**src/rtl/vending_pkg.sv**
```systemverilog
// Shared types and coin-code constants for the multi-coin vending machine.
package vending_pkg;

    typedef enum logic [1:0] {
        IDLE   = 2'd0,
        VEND   = 2'd1,
        CHANGE = 2'd2
    } state_e;

    localparam logic [1:0] COIN_1   = 2'b00;
    localparam logic [1:0] COIN_2   = 2'b01;
    localparam logic [1:0] COIN_5   = 2'b10;
    localparam logic [1:0] COIN_BAD = 2'b11;

    localparam logic [2:0] UNITS_1 = 3'd1;
    localparam logic [2:0] UNITS_2 = 3'd2;
    localparam logic [2:0] UNITS_5 = 3'd5;

    // Unit value of a denomination code; the invalid code maps to 0.
    function automatic logic [2:0] coin_units(input logic [1:0] code);
        logic [2:0] units;
        units = 3'd0;
        case (code)
            COIN_1:  units = UNITS_1;
            COIN_2:  units = UNITS_2;
            COIN_5:  units = UNITS_5;
            default: units = 3'd0;
        endcase
        return units;
    endfunction

endpackage

```
**src/rtl/coin_decode.sv**
```systemverilog
// Combinational coin decoder: denomination code to unit value plus valid flag.
module coin_decode
    import vending_pkg::*;
(
    input  logic [1:0] coin_val_i,
    output logic [2:0] units_o,
    output logic       valid_o
);

    assign units_o = coin_units(coin_val_i);
    assign valid_o = (coin_val_i != COIN_BAD);

endmodule

```
**src/rtl/vending_machine_multi.sv**
```systemverilog
// Toy vending machine: accumulates 1/2/5-unit coins, vends at PRICE, then pays
// back the remainder one unit per cycle. Cancel refunds the held credit.
module vending_machine_multi
    import vending_pkg::*;
#(
    parameter int PRICE      = 3,
    parameter int MAX_CREDIT = 15,
    parameter int CREDIT_W   = 4
) (
    input  logic                clock,
    input  logic                reset,
    input  logic                coin,
    input  logic [1:0]          coin_val,
    input  logic                cancel,
    output logic                toy,
    output logic                change,
    output logic                reject,
    output logic [CREDIT_W-1:0] credit,
    output logic                busy,
    output logic [1:0]          dbg_state
);

    localparam logic [CREDIT_W:0]   MAX_W   = (CREDIT_W+1)'(MAX_CREDIT);
    localparam logic [CREDIT_W-1:0] PRICE_N = CREDIT_W'(PRICE);
    localparam logic [CREDIT_W-1:0] ONE_N   = CREDIT_W'(1);

    state_e              state_q, state_d;
    logic [CREDIT_W-1:0] credit_q, credit_d;
    logic                reject_q, reject_d;

    logic [2:0]          coin_units_w;
    logic                coin_valid_w;
    logic [CREDIT_W:0]   sum_wide;
    logic                coin_fits;

    coin_decode u_coin_decode (
        .coin_val_i (coin_val),
        .units_o    (coin_units_w),
        .valid_o    (coin_valid_w)
    );

    // One extra bit so the overflow compare against MAX_CREDIT cannot wrap.
    assign sum_wide  = {1'b0, credit_q} + (CREDIT_W+1)'(coin_units_w);
    assign coin_fits = coin_valid_w && (sum_wide <= MAX_W);

    always_comb begin
        state_d  = state_q;
        credit_d = credit_q;
        reject_d = 1'b0;
        case (state_q)
            IDLE: begin
                if (cancel) begin
                    reject_d = coin;
                    if (credit_q != '0) begin
                        state_d = CHANGE;
                    end
                end else begin
                    if (coin) begin
                        if (coin_fits) begin
                            credit_d = credit_q + CREDIT_W'(coin_units_w);
                        end else begin
                            reject_d = 1'b1;
                        end
                    end
                    if (credit_d >= PRICE_N) begin
                        state_d = VEND;
                    end
                end
            end
            VEND: begin
                reject_d = coin;
                credit_d = credit_q - PRICE_N;
                state_d  = (credit_d != '0) ? CHANGE : IDLE;
            end
            CHANGE: begin
                reject_d = coin;
                if (credit_q != '0) begin
                    credit_d = credit_q - ONE_N;
                end
                if (credit_d == '0) begin
                    state_d = IDLE;
                end
            end
            default: begin
                state_d  = IDLE;
                credit_d = '0;
            end
        endcase
    end

    always_ff @(posedge clock or negedge reset) begin
        if (!reset) begin
            state_q  <= IDLE;
            credit_q <= '0;
            reject_q <= 1'b0;
        end else begin
            state_q  <= state_d;
            credit_q <= credit_d;
            reject_q <= reject_d;
        end
    end

    // Moore outputs straight from the state register, so reset clears them at once.
    assign toy       = (state_q == VEND);
    assign change    = (state_q == CHANGE);
    assign busy      = (state_q != IDLE);
    assign reject    = reject_q;
    assign credit    = credit_q;
    assign dbg_state = state_q;

endmodule

```
**config.mk**
```make
export PLATFORM = sky130hd
export DESIGN_NAME = vending_machine_multi
export DESIGN_NICKNAME = d
export VERILOG_FILES = /design/src/rtl/vending_pkg.sv /design/src/rtl/coin_decode.sv /design/src/rtl/vending_machine_multi.sv
export SDC_FILE = /design/constraint.sdc
export NUM_CORES = 1
export LEC_CHECK = 0
export CELL_PAD_IN_SITES_DETAIL_PLACEMENT = 1
export CELL_PAD_IN_SITES_GLOBAL_PLACEMENT = 1
export CORE_AREA = 2 2 52 54
export CTS_BUF_LIST = sky130_fd_sc_hd__clkbuf_8
export DETAILED_ROUTE_END_ITERATION = 8
export DIE_AREA = 0 0 54 56
export PLACE_DENSITY = 0.84
export SETUP_SLACK_MARGIN = 0.5
export SKIP_LAST_GASP = 1
export SYNTH_ARGS = -nofsm -noshare
export SYNTH_HDL_FRONTEND = slang
export SYNTH_SLANG_ARGS = --single-unit
export TNS_END_PERCENT = 5
```
**constraint.sdc**
```tcl
create_clock -name clock -period 2.2 [get_ports clock]
set_input_delay 0.22 -clock clock [delete_from_list [all_inputs] [get_ports clock]]
set_output_delay 0.22 -clock clock [all_outputs]
set_load 0.02 [all_outputs]
```
==> flow_metrics.env <==
export IMPL_status="complete, but fails checks"
export IMPL_violations="negative setup slack"
export IMPL_antennaDiodeCount=0
export IMPL_synth_top_area_share=0.208
export IMPL_rsz0062_at_grt="true"
export IMPL_cts_made_buffers=3
export IMPL_async_reset_ff_frac=1.00
export IMPL_cp_data_arrival_time_ns=2.37
export IMPL_synth_seq_cells=7
export IMPL_grt_max_degree=16
export IMPL_synth_flop_cell="dfrtp_1"
export IMPL_fin_cells=157
export IMPL_routed_via_density=5.53
export IMPL_dp_cells=151
export IMPL_relSlewSlack=0.633
export IMPL_place_ws_ns=-0.375
export IMPL_ioPinCount=16
export IMPL_antenna_found_initial=0
export IMPL_finalWirelength_mm=2.55
export IMPL_synth_edf_count=0
export IMPL_timing_fmax_ghz=0.445
export IMPL_critPathCaptureType="register"
export IMPL_die_w_um=54
export IMPL_ys_warn_count=0
export IMPL_drive_gt1_frac=0.244
export IMPL_grt_pass1_vias=943
export IMPL_numPortBuffers=15
export IMPL_cp_start_kind="register"
export IMPL_p_int_mw=1.04
export IMPL_ctsHoldBuffers=0
export IMPL_die_area_um2=3020
export IMPL_dr_pass1_iters=4
export IMPL_gr_usage_all_layers=0.195
export IMPL_layout_min_cycle_time_ns=2.25
export IMPL_clk_path_buf_depth=2
export IMPL_hold_class="primary input to async pin"
export IMPL_swShare=0.464
export IMPL_skew_ns=0.00561
export IMPL_p_sw_mw=0.902
export IMPL_insertion_delay_ns=0.24
export IMPL_period_share=1.02
export IMPL_setup_viol=2
export IMPL_synthTopCellsByArea="dfrtp_1 21%, ha_1 13%, mux2_2 5.3%, nand2_1 4.9%, a21oi_1 4.2%"
export IMPL_cts_tree="yes"
export IMPL_grt_ovfl_total=0
export IMPL_wl_per_cell_um=16.2
export IMPL_maxCapViolCount=0
export IMPL_nNetsFinal=144
export IMPL_syn_area_um2=843
export IMPL_ir_drop_uv=740
export IMPL_p_per_area_nw_per_um2=1640
export IMPL_die_h_um=56
export IMPL_rows=18
export IMPL_yosys_area_top_type="dfrtp_1"
export IMPL_slew_violations=0
export IMPL_p_leak_nw=0.545
export IMPL_drtAntennaViolNets=0
export IMPL_finalHoldViolations=0
export IMPL_power_frac_comb=0.754
export IMPL_clkPwrFrac=0.098
export IMPL_ys_types=39
export IMPL_yosysSeqAreaShare=0.208
export IMPL_critPathKind="register to register"
export IMPL_remaining_drc_errors=0
export IMPL_power_share_sequential=0.148
export IMPL_syn_nets=115
export IMPL_clkTransAtPathRegs_ns=0.05
export IMPL_vias=868
export IMPL_worst_path_max_fanout=3
export IMPL_syn2layout_area_growth_pct=40.4
export IMPL_grt_pass1_wl_mm=4.26
export IMPL_tightestPinTransition_ns=0.551
export IMPL_cts_root_buf="clkbuf_8"
export IMPL_cts_sinks=7
export IMPL_dp_hpwl_mm=1.97
export IMPL_synthCells=99
export IMPL_fin_util=0.487
export IMPL_crit_required_ns=2.32
export IMPL_core_area_um2=2430
export IMPL_htreeDepth=1
export IMPL_drtIter0Drc=16
export IMPL_avgSynthCellArea_um2=8.52
export IMPL_gp_congestion=0.756
export IMPL_start_util=0.347
export IMPL_worst_slack_ns=-0.0495
[power by group through the flow]
stage / combinational, mW / clock, mW / sequential, mW
after global routing: 1.62 / 0.207 / 0.302
final: 1.47 / 0.190 / 0.288
after floorplan: 0.819 / 0 / 0.341
after global placement: 1.31 / 0 / 0.278
after CTS: 1.44 / 0.199 / 0.289
after detailed placement: 1.36 / 0 / 0.286
[cell usage after synthesis (2+ instances only)]
cell     number
mux2i_1       3
nor2b_1       5
buf_2         3
nand3_1       3
ha_1          9
a21o_1        2
nand2_1      11
nor2_1        6
mux2_2        4
nor3b_1       2
a21oi_1       7
inv_1         8
o21ai_0       4
dfrtp_1       7
[worst paths after layout]
kind	startpoint	endpoint	slack (ns)	cells after the start
worst max-delay path	credit[0]$_DFFE_PN0N_	dbg_state[0]$_DFFE_PN0P_	-0.05	8
worst min-delay path	reset	credit[2]$_DFFE_PN0N_	0.26	1
worst max register to register	credit[0]$_DFFE_PN0N_	dbg_state[0]$_DFFE_PN0P_	-0.05	8
worst min register to register	dbg_state[0]$_DFFE_PN0P_	dbg_state[0]$_DFFE_PN0P_	0.61	1
max in group asynchronous	reset	credit[0]$_DFFE_PN0N_	1.67	1
min in group clock	dbg_state[0]$_DFFE_PN0P_	dbg_state[0]$_DFFE_PN0P_	0.61	1
[what timing repair did]
action,CTS,global route
pin swaps,4,4
buffers inserted,1,1
resized for setup,4,3
endpoints found under the setup margin,12,12
[worst max-delay path, cell delays in order (launching register included)]
cell	delay, ns
dfrtp_2	0.43
ha_4	0.17
fa_2	0.37
a21o_1	0.21
a21boi_4	0.16
mux2i_2	0.25
a211oi_2	0.09
buf_4	0.16
mux2_4	0.29
[cell type report]
cell class                 instances  area, µm²
clock buffer                       3       41.3
clock inverter                     1       3.75
fill                             296       1250
inverter                           8       30.0
multi-input combinational         80        646
sequential                         7        176
tap                               30       37.5
timing repair buffer              28        249
[sequential cells by signal, summed over array words and instances, names as in the netlist]
register   count
reject         1
dbg_state      2
credit         4
[cells in the final DEF (no fill, tap or decap), types with 2 or more instances in the layout]
master	Yosys	final
mux2i_1	3	2
nor2b_1	5	5
nor2_1	6	6
clkdlybuf4s50_1	0	13
nand2_1	11	11
mux2_2	4	2
o21ai_0	4	4
buf_4	0	13
clkbuf_8	0	3
ha_1	9	8
nand3_1	3	3
a21o_1	2	2
nor3b_1	2	2
mux2_4	0	2
inv_1	8	9
a21oi_1	7	7
dfrtp_1	7	6
[per-layer routing]
metal	GRT usage	wire, µm	vias up
li1	-	-	416
met1	0.228	1080	430
met2	0.328	1350	17
met3	0.0430	79	5
met4	0.0857	44	0
met5	0	0	-
[stage by stage]
stage	cell area [µm²]	setup TNS (ns)	total power [mW]	hold WS, ns
2_1_floorplan	850	0	1.16	-0.0756
3_3_place_gp	1090	-1.10	1.59	0.510
3_5_place_dp	1090	-1.64	1.65	0.520
4_1_cts	1160	-0.202	1.93	0.272
5_1_grt	1180	-0.294	2.13	0.280
6_report	1180	-0.0981	1.95	0.256
[cell families (layout without fill, tap and decap cells)]
kind of cell    count (synthesis)  after routing  share of synthesized area
compound gates                 31             31                      0.286
simple gates                   30             30                      0.172
buf+inv                        12             40                     0.0668
fa+ha+maj                      10             10                      0.157
mux                             7              7                     0.0890
flops                           7              7                      0.208
xor+xnor                        2              2                     0.0208
Note: power is estimated with default switching activity, not from simulation.
